`src/rtl/rv32i_pkg.sv`:
```
// rtl/rv32i_pkg.sv - shared widths and operand-fetch state encoding
package rv32i_pkg;

    localparam int XLEN           = 32;
    localparam int REG_ADDR_WIDTH = 5;
    localparam int REG_FILE_SIZE  = 32;

    typedef enum logic [1:0] {
        IDLE  = 2'd0,
        FETCH = 2'd1,
        OUT   = 2'd2
    } opf_state_t;

endpackage

```
`src/rtl/regfile_scoreboard.sv`:
```
// rtl/regfile_scoreboard.sv - per-register pending-write busy vector
module regfile_scoreboard
    import rv32i_pkg::*;
#(
    parameter int N  = REG_FILE_SIZE,
    parameter int AW = REG_ADDR_WIDTH
) (
    input  logic          clk,
    input  logic          rst,
    input  logic          flush,
    input  logic          set_en,
    input  logic [AW-1:0] set_idx,
    input  logic          clr_en,
    input  logic [AW-1:0] clr_idx,
    output logic [N-1:0]  busy_vec
);

    logic [N-1:0] busy_q;
    logic [N-1:0] busy_d;

    // Clear first so a same-cycle set from a younger instruction survives.
    always_comb begin
        busy_d = busy_q;
        if (clr_en) busy_d[clr_idx] = 1'b0;
        if (set_en) busy_d[set_idx] = 1'b1;
        if (flush)  busy_d = '0;
        busy_d[0] = 1'b0;
    end

    always_ff @(posedge clk or negedge rst) begin
        if (!rst) busy_q <= '0;
        else      busy_q <= busy_d;
    end

    assign busy_vec = busy_q;

endmodule

```
`src/rtl/operand_fetch.sv`:
```
// rtl/operand_fetch.sv - regfile read, RAW stall, writeback forwarding, operand handoff
module operand_fetch
    import rv32i_pkg::*;
#(
    parameter int XW = XLEN,
    parameter int AW = REG_ADDR_WIDTH,
    parameter int NR = REG_FILE_SIZE
) (
    input  logic          clk,
    input  logic          rst,
    input  logic          flush,
    input  logic          id_valid,
    output logic          id_ready,
    input  logic [AW-1:0] id_rs1,
    input  logic [AW-1:0] id_rs2,
    input  logic [AW-1:0] id_rd,
    input  logic          id_rd_we,
    output logic [AW-1:0] rf_r1_addr,
    output logic [AW-1:0] rf_r2_addr,
    input  logic [XW-1:0] rf_r1_data,
    input  logic [XW-1:0] rf_r2_data,
    input  logic          wb_en,
    input  logic [AW-1:0] wb_addr,
    input  logic [XW-1:0] wb_data,
    output logic          ex_valid,
    input  logic          ex_ready,
    output logic [XW-1:0] ex_rs1_data,
    output logic [XW-1:0] ex_rs2_data,
    output logic [AW-1:0] ex_rd,
    output logic          ex_rd_we,
    output logic [NR-1:0] busy_vec
);

    opf_state_t    state_q, state_d;
    logic [AW-1:0] rs1_q, rs1_d, rs2_q, rs2_d, rd_q, rd_d;
    logic          rd_we_q, rd_we_d;
    logic          ok1_q, ok1_d, ok2_q, ok2_d;
    logic          ex_valid_q, ex_valid_d;
    logic [XW-1:0] ex_rs1_q, ex_rs1_d, ex_rs2_q, ex_rs2_d;
    logic [AW-1:0] ex_rd_q, ex_rd_d;
    logic          ex_rd_we_q, ex_rd_we_d;
    logic          sb_set;

    always_comb begin
        state_d    = state_q;
        rs1_d      = rs1_q;
        rs2_d      = rs2_q;
        rd_d       = rd_q;
        rd_we_d    = rd_we_q;
        ok1_d      = ok1_q;
        ok2_d      = ok2_q;
        ex_valid_d = ex_valid_q;
        ex_rs1_d   = ex_rs1_q;
        ex_rs2_d   = ex_rs2_q;
        ex_rd_d    = ex_rd_q;
        ex_rd_we_d = ex_rd_we_q;
        sb_set     = 1'b0;
        case (state_q)
            IDLE: begin
                if (id_valid) begin
                    rs1_d   = id_rs1;
                    rs2_d   = id_rs2;
                    rd_d    = id_rd;
                    rd_we_d = id_rd_we;
                    ok1_d   = 1'b0;
                    ok2_d   = 1'b0;
                    state_d = FETCH;
                end
            end
            FETCH: begin
                // x0 must read as zero here: the regfile storage does not hardwire it.
                if (!ok1_q) begin
                    if (rs1_q == '0) begin
                        ex_rs1_d = '0;          ok1_d = 1'b1;
                    end else if (wb_en && wb_addr == rs1_q) begin
                        ex_rs1_d = wb_data;     ok1_d = 1'b1;
                    end else if (!busy_vec[rs1_q]) begin
                        ex_rs1_d = rf_r1_data;  ok1_d = 1'b1;
                    end
                end
                if (!ok2_q) begin
                    if (rs2_q == '0) begin
                        ex_rs2_d = '0;          ok2_d = 1'b1;
                    end else if (wb_en && wb_addr == rs2_q) begin
                        ex_rs2_d = wb_data;     ok2_d = 1'b1;
                    end else if (!busy_vec[rs2_q]) begin
                        ex_rs2_d = rf_r2_data;  ok2_d = 1'b1;
                    end
                end
                if (ok1_d && ok2_d) begin
                    state_d    = OUT;
                    ex_valid_d = 1'b1;
                    ex_rd_d    = rd_q;
                    ex_rd_we_d = rd_we_q;
                    sb_set     = rd_we_q;
                end
            end
            OUT: begin
                if (ex_ready) begin
                    state_d    = IDLE;
                    ex_valid_d = 1'b0;
                end
            end
            default: state_d = IDLE;
        endcase
        if (flush) begin
            state_d    = IDLE;
            ex_valid_d = 1'b0;
            sb_set     = 1'b0;
        end
    end

    always_ff @(posedge clk or negedge rst) begin
        if (!rst) begin
            state_q    <= IDLE;
            rs1_q      <= '0;
            rs2_q      <= '0;
            rd_q       <= '0;
            rd_we_q    <= 1'b0;
            ok1_q      <= 1'b0;
            ok2_q      <= 1'b0;
            ex_valid_q <= 1'b0;
            ex_rs1_q   <= '0;
            ex_rs2_q   <= '0;
            ex_rd_q    <= '0;
            ex_rd_we_q <= 1'b0;
        end else begin
            state_q    <= state_d;
            rs1_q      <= rs1_d;
            rs2_q      <= rs2_d;
            rd_q       <= rd_d;
            rd_we_q    <= rd_we_d;
            ok1_q      <= ok1_d;
            ok2_q      <= ok2_d;
            ex_valid_q <= ex_valid_d;
            ex_rs1_q   <= ex_rs1_d;
            ex_rs2_q   <= ex_rs2_d;
            ex_rd_q    <= ex_rd_d;
            ex_rd_we_q <= ex_rd_we_d;
        end
    end

    regfile_scoreboard #(.N(NR), .AW(AW)) u_scoreboard (
        .clk      (clk),
        .rst      (rst),
        .flush    (flush),
        .set_en   (sb_set),
        .set_idx  (rd_q),
        .clr_en   (wb_en),
        .clr_idx  (wb_addr),
        .busy_vec (busy_vec)
    );

    assign id_ready    = (state_q == IDLE);
    assign rf_r1_addr  = rs1_q;
    assign rf_r2_addr  = rs2_q;
    assign ex_valid    = ex_valid_q;
    assign ex_rs1_data = ex_rs1_q;
    assign ex_rs2_data = ex_rs2_q;
    assign ex_rd       = ex_rd_q;
    assign ex_rd_we    = ex_rd_we_q;

endmodule

```
`config.mk`:
```
export PLATFORM = sky130hd
export DESIGN_NAME = operand_fetch
export DESIGN_NICKNAME = d
export VERILOG_FILES = /design/src/rtl/rv32i_pkg.sv /design/src/rtl/regfile_scoreboard.sv /design/src/rtl/operand_fetch.sv
export SDC_FILE = /design/constraint.sdc
export NUM_CORES = 1
export LEC_CHECK = 0
export BUFFER_PORTS_ARGS = -buffer_cell sky130_fd_sc_hd__buf_2
export CAP_MARGIN = 20
export CORE_ASPECT_RATIO = 0.9
export CORE_UTILIZATION = 40
export CTS_BUF_LIST = sky130_fd_sc_hd__clkbuf_2 sky130_fd_sc_hd__clkbuf_4 sky130_fd_sc_hd__clkbuf_8
export CTS_CLUSTER_SIZE = 20
export DETAILED_ROUTE_END_ITERATION = 6
export PLACE_DENSITY_LB_ADDON = 0.05
export SYNTH_ARGS = -nofsm -noshare
export SYNTH_HDL_FRONTEND = slang
export SYNTH_HIERARCHICAL = 1
export SYNTH_SLANG_ARGS = --single-unit
```
`constraint.sdc`:
```
create_clock -name clk -period 4.53 [get_ports clk]
set_clock_uncertainty 0.15 [all_clocks]
set_input_delay 0.2265 -clock clk [delete_from_list [all_inputs] [get_ports clk]]
set_output_delay 0.2265 -clock clk [all_outputs]
set_load 0.02 [all_outputs]
```
### After elaboration in Yosys (flattened, before gate mapping)

Cells that the tools add are included.

* input port bits: 123
* flip-flop bits (word level): 122
* output and inout port bits: 114
* word-level logic and storage cells: 93

* reduce and logical (&&, ||, !) cells: 17
* order comparisons: 6
* eq/ne operators: 10
* bitwise logic cells: 5
* multiplexer cells: 42

Operators with widths (number)
* $mux 32: 9
* $and 32x32->32: 1
* $not 32->32: 1
* $or 32x32->32: 1
* $lt 5x6->1 const B: 4
* $mux 1: 21
* $ne 3x3->1 const B: 5
* $reduce_and 3->1: 4
* $bmux 1 s5: 2
* $demux 1 s5: 2
* $eq 5x5->1: 2
* $ge 5x1->1 const B: 2
* $logic_not 5->1: 2
* $mux 2: 4
* $pmux 1 s2: 3
* $pmux 2 s3: 1
* $reduce_and 2->1: 3
* $logic_and 1x1->1: 5
* $reduce_bool 3->1: 1
* $eq 2x1->1 const B: 1
* $eq 2x2->1 const B: 1
* $logic_not 2->1: 1
* $ne 2x2->1 const B: 1
* $not 1->1: 2
* $reduce_bool 2->1: 1

### Logic depth before layout (Yosys ltp)

Gate-level depths: netlist of the first run.

* depth in word-level cells: 13
* mapped depth: 10
* mapped depth without buffers: 8

### Hierarchy

Netlist of the first run, hierarchy kept.

By module, submodules not included
* operand_fetch: area each 4932.2 µm², cells each 434, seq. area each 2277.2 µm², instances 1
* regfile_scoreboard: area each 1507.7 µm², cells each 154, seq. area each 775.7 µm², instances 1

### Least setup slack after synthesis of the first run

Ideal clock, no wire load.

* kind: register -> register
* start point: register rs1_q[1], in the netlist rf_r1_addr[1]
* end point: register u_scoreboard.busy_q[28], in the netlist u_scoreboard/busy_vec[28]
* setup slack: 1455 ps
* data required time: 4303 ps
* clock period less this slack: 3075 ps
* data arrival time: 2848 ps
* stages on the path, launching flop included: 10
* library setup time: 77 ps
* buffers on the path: 1
* cells stage by stage: dfrtp_1 buf_4 mux2_2 a221oi_1 nand4_2 nand4b_1 o311ai_4 nor3b_1 or4b_4 o21ai_1

* word-level cells in the longest chain between the ends: 13
* elaborated cells on any way between the ends: 16
* classes of those cells: eq/ne: 1; mux: 12; reduce/logical: 3

Ends and longest elaborated chain
* start, declared: RTL line operand_fetch.sv:35 `logic [AW-1:0] rs1_q, rs1_d, rs2_q, rs2_d, rd_q, rd_d;`
* start signal, assigned: RTL line operand_fetch.sv:129 `rs1_q <= rs1_d;`
* $bmux 1 s5: RTL line operand_fetch.sv:77 `end else if (!busy_vec[rs1_q]) begin`
* $mux 1 (not written as such): RTL line operand_fetch.sv:77
* $mux 1: RTL line operand_fetch.sv:77
* $mux 1: RTL line operand_fetch.sv:75 `end else if (wb_en && wb_addr == rs1_q) begin`
* $mux 1 *: RTL line operand_fetch.sv:73 `if (rs1_q == '0) begin`
* $mux 1 *: RTL line operand_fetch.sv:72 `if (!ok1_q) begin`
* $mux 1 *: RTL line operand_fetch.sv:58 `case (state_q)`
* $logic_and 1x1->1 *: RTL line operand_fetch.sv:90 `if (ok1_d && ok2_d) begin`
* $mux 1 *: RTL line operand_fetch.sv:90
* $mux 1 *: RTL line operand_fetch.sv:58
* $mux 1 *: RTL line operand_fetch.sv:106 `if (flush) begin`
* net sb_set: RTL line operand_fetch.sv:42 `logic sb_set;`
* $mux 32 *: RTL line regfile_scoreboard.sv:25 `if (set_en) busy_d[set_idx] = 1'b1;`
* $mux 32 *: RTL line regfile_scoreboard.sv:26 `if (flush) busy_d = '0;`
* net u_scoreboard.busy_d[28]: RTL line regfile_scoreboard.sv:19 `logic [N-1:0] busy_d;`
* end signal, assigned: RTL line regfile_scoreboard.sv:32 `else busy_q <= busy_d;`
* end, declared: RTL line regfile_scoreboard.sv:18 `logic [N-1:0] busy_q;`

Mark *: on every way through the listed nets, which the timed path passes. The rest lies on a longest branch. The select of a mux whose other input is x is not followed.
A chain may end at the register's enable or synchronous reset.

### Final worst setup path of the first run

* start point: register rs1_q[1], in the netlist rf_r1_addr[1]
* end point: register u_scoreboard.busy_q[27], in the netlist u_scoreboard/busy_vec[27]

The elaborated chain is that of the path after synthesis.

==> flow_summary.toml, run 1 <==
[timing]
min_period_ns = 3.75
finalSetupViolations = 0
finalHoldViolCount = 0
rsz0062_at_grt = "false"
worst_pin_slew_ns = 0.831
drv_slew = 0
fin_setup_tns_ns = 0
fmax_mhz = 267
timing.final.crit_share = 0.828
whs_ns = 0.0155
slew_headroom = 0.438

[routing]
drt-total-wl_mm = 22.3
ant_nets = 0
drtPass1Iterations = 5
routed_via_density = 5.49
drc_errors = 0
wl_per_cell_um = 19.3
first_iter_violations = 410
vias = 6328

[logic_synthesis]
yosys_warnings = 6
ys_seq_area_frac = 0.474
yosysTopAreaCellShare = 0.474
synthFlopType = "dfrtp_1"
synth_cell_type_count = 54
synth_common_cells = "122 x dfrtp_1, 54 x nand2_1, 44 x o21ai_0, 40 x mux2_2, 37 x nor2_1"
syn_area_um2 = 6440
synth.most_common_cell = "dfrtp_1"
yosys.area.top_type = "dfrtp_1"
ys_async_sr_fraction = 1.00
syn_avg_cell_area_um2 = 11.0
netlist_instances = 588
synth_edf_count = 0
ys_top_cells_by_area = "dfrtp_1 47%, mux2_2 7.0%, a22o_1 4.4%"
ys_ff_latch = 122
synthesis.nets = 711

[worst_setup_path]
cp_slowest_stage_delay_ns = 0.65
worstPathRequired_ns = 4.73
reg2reg_from = "rf_r1_addr[1]"
path_cells = "mux4_1 > o22ai_1 > o221ai_1 > nand4b_1 > o311ai_4 > nor3b_1 > nand4b_1 > o21ai_0"
cp-start-kind = "register"
worst_r2r_path_depth = 8
cp.arrival_ns = 3.95
critPathBufInv = 0
regToRegSetupSlack_ns = 0.78
worstSetupPathType = "register to register"
r2r_end = "u_scoreboard/busy_vec[27]"
path_max_fanout = 13
critPathMostFrequentCell = "nand4b_1"
crit_family = "simple AND/OR/NAND/NOR gates"
cp_slowest_cell = "dfrtp_1"
end_kind = "register"

[die]
die_area_um2 = 16600
die_x_um = 136
rows = 43
pin_count = 237
die_h_um = 122
core-area_um2 = 15500
start_util = 0.414

[grt]
antenna_found_initial = 0
first_global_vias = 6313
grt_max_degree = 65
grt_pass1_wl_mm = 34.0
overflow = 0
grt_util_all_layers = 0.274

[min_path]
min_from = "wb_data[18]"
hold_depth = 3
hold_end = "ex_rs1_data[18]"
hold_class = "primary input to register"

[cells_and_area]
drive_gt1_frac = 0.383
nNetsFinal = 1061
fillers = 1264
stdcell_count = 1153
antennaDiodeCount = 0
syn2layout_area_growth_pct = 47.8

[outcome]
outcome = "complete, no violations"

[placement]
placed_cells = 998
dpl.hpwl_mm = 14.7
place_congestion = 0.902
io_buffers = 235

[job]
maxCapViolCount = 0

[clock_network]
path_clk_slew_ns = 0.07
clock-sinks = 122
clock_latency_ns = 0.45
cts_tree = "done"
post-cts-setup-buffers = 0
postCtsResizedCells = 0
root_buffer = "clkbuf_8"
clk_path_buf_depth = 2
cts_buffers = 17
cts_max_level = 4

[power]
peakVddDrop_mv = 0.423
power.total_mw = 5.58
leakage_nw = 4.45
cellPowerDensity_nw_per_um2 = 586
-- logic make-up (layout without fill, tap and decap cells) --
logic type | Yosys count | in the layout | share of synthesized area
buf+inv | 39 | 402 | 0.0369
flops | 122 | 122 | 0.474
other cells | 1 | 1 | 0.000582
mux | 67 | 67 | 0.137
simple gates | 173 | 173 | 0.143
compound gates | 176 | 176 | 0.195
xor+xnor | 10 | 10 | 0.0136
-- worst register-to-register path: stages (launching register included) --
cell and delay, ns:
dfrtp_1 0.65, mux4_1 0.63, o22ai_1 0.18, o221ai_1 0.21
nand4b_1 0.26, o311ai_4 0.22, nor3b_1 0.42, nand4b_1 0.58
o21ai_0 0.34
-- stage by stage --
step | worst slack, ns | cell area, µm² | utilization
floorplan | 1.45 | 6440 | -
global placement | 1.02 | 7750 | 0.498
detailed placement | 0.841 | 7750 | 0.498
CTS | 0.828 | 9510 | 0.611
global route | 0.497 | 9520 | 0.612
finish | 0.780 | 9520 | 0.612
-- layout make-up --
class,count,area (µm²),share of cell area
Clock buffer,18,248,0.0260
Clock inverter,14,290,0.0305
Inverter,4,15.0,0.00158
Multi-Input combinational cell,427,3190,0.335
Sequential cell,122,3050,0.321
Tap cell,202,253,0.0266
Timing Repair Buffer,366,2470,0.260
-- report_power, final --
| group | switching (mW) | total [mW] | internal (mW) |
|---|---|---|---|
| Combinational | 1.38 | 2.43 | 1.05 |
| Sequential | 0.365 | 1.84 | 1.48 |
| Clock | 0.465 | 1.31 | 0.840 |
| Total | 2.21 | 5.58 | 3.36 |
-- worst max-delay path by stage --
stage                  startpoint                         to  slack, ns  cells past startpoint
floorplan           rf_r1_addr[1]  u_scoreboard/busy_vec[28]       1.45                      9
global placement    rf_r1_addr[0]  u_scoreboard/busy_vec[23]       1.02                      8
detailed placement  rf_r1_addr[0]   u_scoreboard/busy_vec[2]       0.84                      8
CTS                 rf_r1_addr[1]  u_scoreboard/busy_vec[23]       0.83                      8
global route        rf_r1_addr[0]   u_scoreboard/busy_vec[3]       0.50                      8
finish              rf_r1_addr[1]  u_scoreboard/busy_vec[27]       0.78                      8
-- registers in the layout (all words and copies together) (netlist names) --
name	cells
ex_rd	5
ex_rd_we	1
ex_rs1_data	32
ex_rs2_data	32
ex_valid	1
ok1_q	1
ok2_q	1
rd_q	5
rd_we_q	1
rf_r1_addr	5
rf_r2_addr	5
state_q	2
u_scoreboard/busy_vec	31
-- metal layers --
layer | up-vias | track usage | routed length, µm
li1 | 2853 | - | -
met1 | 3134 | 0.361 | 9440
met2 | 304 | 0.439 | 10600
met3 | 37 | 0.0632 | 1720
met4 | 0 | 0.0990 | 505
met5 | - | 0 | 0
-- placed cells by master, fill, tap and decap left out, types with 3 or more instances in the layout --
cell and count:
buf_2 234, dlygate4sd3_1 123, dfrtp_1 122, nand2_1 54, o21ai_0 44, mux2_2 40, nor2_1 35, a22o_1 32
a22oi_1 32, a21oi_2 28, nor2b_1 25, o21ai_1 21, clkbuf_8 18, mux2i_1 14, nand3b_1 11, buf_4 9
xor2_1 8, nand3_1 8, bufinv_16 8, a21oi_1 7, mux4_1 6, nor2_2 6, and2b_1 6, mux4_2 5
or3b_1 5, inv_1 4, nor3b_1 3, clkinv_4 3
-- repair_timing --
item,CTS,global route
endpoints found under the hold margin,107,1
hold buffers,122,1
setup endpoints to repair,0,0
Note: power is estimated with default switching activity, not from simulation.
==> run 2: changes to the inputs <==
==> constraint.sdc (replaced) <==
create_clock -name clk -period 3.8 [get_ports clk]
set_clock_uncertainty 0.15 [all_clocks]
set_input_delay 0.19 -clock clk [delete_from_list [all_inputs] [get_ports clk]]
set_output_delay 0.19 -clock clk [all_outputs]
set_load 0.02 [all_outputs]
==> flow_summary.toml, run 2 (same netlist as run 1, synthesis figures left out) <==
[routing]
first_iter_violations = 369
wl_per_cell_um = 18.7
routed_via_density = 5.38
drc_errors = 0
ant_nets = 0
drtPass1Iterations = 6
vias = 6327
drt-total-wl_mm = 22.0

[min_path]
hold_class = "primary input to register"
min_from = "wb_data[2]"

[cells_and_area]
syn2layout_area_growth_pct = 49.1
antennaDiodeCount = 0
drive_gt1_frac = 0.377
final_cell_mix = "234 x buf_2, 143 x dlygate4sd3_1, 122 x dfrtp_1, 54 x nand2_1, 44 x o21ai_0"
nNetsFinal = 1085
finalCoreUtilization = 0.618
stdcell_count = 1176
fillers = 1291
final_common_cell = "buf_2"

[worst_setup_path]
cp_slowest_stage_delay_ns = 0.66
path_max_fanout = 13
cp.arrival_ns = 3.71
cp_slowest_cell = "dfrtp_1"
worstPathRequired_ns = 4.01
worstSetupPathType = "register to register"
end_kind = "register"
setup.worst_path.start = "rf_r1_addr[0]"
cp-start-kind = "register"
critPathBufInv = 0
crit_family = "simple AND/OR/NAND/NOR gates"
path_cells = "mux4_1 > mux2i_1 > o221ai_1 > nand4b_1 > o311ai_4 > nor3b_1 > or4b_4 > o21ai_1"
reg2reg_from = "rf_r1_addr[0]"

[clock_network]
cts_hold_buf = 143
root_buffer = "clkbuf_8"
cts_tree = "done"
postCtsResizedCells = 0
post-cts-setup-buffers = 0
path_clk_slew_ns = 0.07
clk_path_buf_depth = 2
cts_max_level = 4
clock-sinks = 122
cts_buffers = 17
clock_latency_ns = 0.43

[placement]
placed_cells = 1002
dpl.hpwl_mm = 14.4
place_congestion = 0.912
io_buffers = 235

[grt]
overflow = 0
grt_pass1_wl_mm = 33.1
grt_max_degree = 75
first_global_vias = 6274
grt_util_all_layers = 0.266
antenna_found_initial = 0

[power]
leakage_nw = 4.50
peakVddDrop_mv = 0.391
power.total_mw = 6.23
cellPowerDensity_nw_per_um2 = 649

[die]
rows = 43
core-area_um2 = 15500
die_x_um = 136
die_h_um = 122
start_util = 0.414
die_area_um2 = 16600
pin_count = 237

[timing]
fmax_mhz = 285
min_period_ns = 3.51
finalHoldViolCount = 0
drv_slew = 0
slew_headroom = 0.511
worst_pin_slew_ns = 0.733
finalSetupViolations = 0
whs_ns = 0.0591
timing.final.crit_share = 0.922
rsz0062_at_grt = "false"
fin_setup_tns_ns = 0

[outcome]
outcome = "complete, no violations"

[job]
maxCapViolCount = 0
run 2: cell types whose count changed in the layout (fill, tap and decap cells not counted), moves of 2 or more:
cell           previous run  this run
dlygate4sd3_1           123       143
clkinv_4                  3         1
buf_12                    0         3
clkbuf_4                  0         3
clkinvlp_4                2         0
clkinv_2                  0         7
bufinv_16                 8         1
run 2: metal layers:
metal,part of all wire,track usage,vias up
li1,-,-,2895
met1,0.43,0.356,3116
met2,0.46,0.423,290
met3,0.087,0.0739,26
met4,0.016,0.0758,0
met5,0,0,-
run 2: cell type report:
type                       instances  area [µm²]  share of cell area
inverter                           4        15.0             0.00156
tap                              202         253              0.0263
clock buffer                      22         284              0.0296
multi-input combinational        427        3190               0.332
timing repair buffer             390        2740               0.285
sequential                       122        3050               0.318
clock inverter                     9        73.8             0.00769
run 2: metrics by stage:
step / worst slack (ns) / cell area (µm²)
6_report: 0.295 / 9600
5_1_grt: 0.0746 / 9600
4_1_cts: 0.301 / 9600
3_5_place_dp: 0.313 / 7820
3_3_place_gp: 0.451 / 7820
2_1_floorplan: 0.725 / 6440
run 2: worst paths after layout:
check | end | slack (ns) | cells after the start
worst max-delay path | u_scoreboard/busy_vec[12] | 0.29 | 8
worst min-delay path | ex_rs2_data[2] | 0.06 | 3
worst max register to register | u_scoreboard/busy_vec[12] | 0.29 | 8
worst min register to register | ex_rs2_data[23] | 0.35 | 1
max in group asynchronous | ex_rs2_data[26] | 2.49 | 3
min in group asynchronous | u_scoreboard/busy_vec[1] | 0.16 | 2
run 2: where the power goes:
| part | switching [mW] | leakage [nW] | internal [mW] |
|---|---|---|---|
| registers | 0.401 | 1.51 | 1.76 |
| clock network | 0.504 | 0.196 | 0.562 |
| logic | 1.68 | 2.79 | 1.32 |
run 2: worst register-to-register path: stages (launching register included):
cell and delay [ns]:
dfrtp_1 0.66, mux4_1 0.63, mux2i_1 0.16, o221ai_1 0.22, nand4b_1 0.25, o311ai_4 0.22
nor3b_1 0.42, or4b_4 0.58, o21ai_1 0.16
==> run 3: changes to the inputs <==
--- a/config.mk
+++ b/config.mk
@@ -7,12 +7,12 @@
 export LEC_CHECK = 0
 export BUFFER_PORTS_ARGS = -buffer_cell sky130_fd_sc_hd__buf_2
 export CAP_MARGIN = 20
-export CORE_ASPECT_RATIO = 0.9
 export CORE_UTILIZATION = 40
 export CTS_BUF_LIST = sky130_fd_sc_hd__clkbuf_2 sky130_fd_sc_hd__clkbuf_4 sky130_fd_sc_hd__clkbuf_8
 export CTS_CLUSTER_SIZE = 20
 export DETAILED_ROUTE_END_ITERATION = 6
 export PLACE_DENSITY_LB_ADDON = 0.05
+export SKIP_CTS_REPAIR_TIMING = 1
 export SYNTH_ARGS = -nofsm -noshare
 export SYNTH_HDL_FRONTEND = slang
 export SYNTH_HIERARCHICAL = 1
==> flow_summary.toml, run 3 (same netlist as run 1, synthesis figures left out) <==
[grt]
first_global_vias = 5524
grt_max_degree = 65
grt_pass1_wl_mm = 31.0
antenna_found_initial = 1
overflow = 0
grt_util_all_layers = 0.252

[routing]
ant_nets = 0
drt-total-wl_mm = 22.6
drc_errors = 0
first_iter_violations = 306
routed_via_density = 5.32
wl_per_cell_um = 19.0
drtPass1Iterations = 5
vias = 6346

[timing]
drv_slew = 0
slew_headroom = 0.520
setup_ws_ns = 0.341
timing.final.crit_share = 0.910
rsz0062_at_grt = "false"
finalHoldViolCount = 0
finalSetupViolations = 0
fmax_mhz = 289
fin_setup_tns_ns = 0
min_period_ns = 3.46
worst_pin_slew_ns = 0.719

[worst_setup_path]
end_kind = "register"
worstPathRequired_ns = 4.00
crit_family = "simple AND/OR/NAND/NOR gates"
cp_slowest_cell = "mux4_1"
path_cells = "mux4_1 > mux2i_1 > o221ai_1 > nand4b_1 > o311ai_4 > nor3b_1 > nand4bb_1 > o21ai_0"
worstSetupPathType = "register to register"
cp.arrival_ns = 3.66
cp_slowest_stage_delay_ns = 0.60
path_max_fanout = 13
critPathBufInv = 0
cp-start-kind = "register"

[min_path]
hold_class = "primary input to register"

[clock_network]
cts_max_level = 4
clock_latency_ns = 0.44
cts_tree = "done"
clk_path_buf_depth = 2
path_clk_slew_ns = 0.07
cts_buffers = 17
root_buffer = "clkbuf_8"
clock-sinks = 122

[cells_and_area]
syn2layout_area_growth_pct = 50.1
nNetsFinal = 1085
stdcell_count = 1192
fillers = 1293
drive_gt1_frac = 0.378
final_cell_mix = "234 x buf_2, 143 x dlygate4sd3_1, 121 x dfrtp_1, 54 x nand2_1, 44 x o21ai_0"
final_common_cell = "buf_2"

[placement]
placed_cells = 1015
dpl.hpwl_mm = 14.9
io_buffers = 235
place_congestion = 0.858
pre_cts_ws_ns = 0.204

[die]
start_util = 0.407
die_x_um = 129
die_h_um = 129
pin_count = 237
rows = 46
core-area_um2 = 15800
die_area_um2 = 16600

[job]
maxCapViolCount = 0

[power]
cellPowerDensity_nw_per_um2 = 663
leakage_nw = 4.52
peakVddDrop_mv = 0.305

[outcome]
outcome = "complete, no violations"
## run 3: changes by cell type in the layout (fill, tap and decap cells not counted)
cell	change
clkbuf_4	+2
diode_2	+1
buf_12	-2
dfrtp_2	+1
clkinv_2	-4
clkbuf_8	+1
bufinv_16	+2
buf_4	+2
dfrtp_1	-1
## run 3: final timing paths
check | from | to | slack (ns) | cells after the start
max in group asynchronous | rst | ex_rs1_data[2] | 2.34 | 3
setup reg to reg | rf_r1_addr[0] | u_scoreboard/busy_vec[13] | 0.34 | 8
min in group asynchronous | rst | ex_rs2_data[2] | 0.13 | 2
hold / removal | wb_data[21] | ex_rs2_data[21] | 0.02 | 3
hold reg to reg | ex_rs2_data[11] | ex_rs2_data[11] | 0.35 | 1
setup / recovery | rf_r1_addr[0] | u_scoreboard/busy_vec[13] | 0.34 | 8
## run 3: power breakdown
| group | total [mW] | switching [mW] | internal, mW |
|---|---|---|---|
| combinational | 3.00 | 1.68 | 1.32 |
| clock | 1.25 | 0.513 | 0.736 |
| sequential | 2.16 | 0.402 | 1.76 |
| total | 6.41 | 2.59 | 3.82 |
## run 3: area by class of cell
class	instances	area [µm²]	share of cell area
Timing Repair Buffer	390	2710	0.281
Clock inverter	7	114	0.0118
Tap cell	216	270	0.0280
Antenna cell	1	2.50	0.000259
Inverter	4	15.0	0.00155
Clock buffer	25	313	0.0323
Sequential cell	122	3050	0.316
Multi-Input combinational cell	427	3190	0.330
## run 3: metal layers
metal | wire length (µm) | part of all wire | vias up | GRT usage
met5 | 0 | 0 | - | 0
met4 | 486 | 0.022 | 0 | 0.0747
met3 | 1520 | 0.067 | 44 | 0.0628
met2 | 11000 | 0.49 | 295 | 0.417
met1 | 9590 | 0.42 | 3099 | 0.326
li1 | - | - | 2908 | -
## run 3: through the flow
| stage | power, mW | hold slack [ns] | utilization | area [µm²] |
|---|---|---|---|---|
| 2_1_floorplan | 3.98 | -0.256 | - | 6440 |
| 5_1_grt | 6.79 | 0.0236 | 0.611 | 9670 |
| 3_5_place_dp | 4.87 | 0.0597 | 0.493 | 7800 |
| 6_report | 6.41 | 0.0213 | 0.611 | 9670 |
| 4_1_cts | 6.13 | -0.423 | 0.520 | 8230 |
| 3_3_place_gp | 4.82 | 0.0581 | 0.493 | 7800 |
## run 3: tightest hold or removal path, cell delays in order
cell and delay (ns):
buf_2 0.10, a22o_1 0.14, mux2_2 0.14
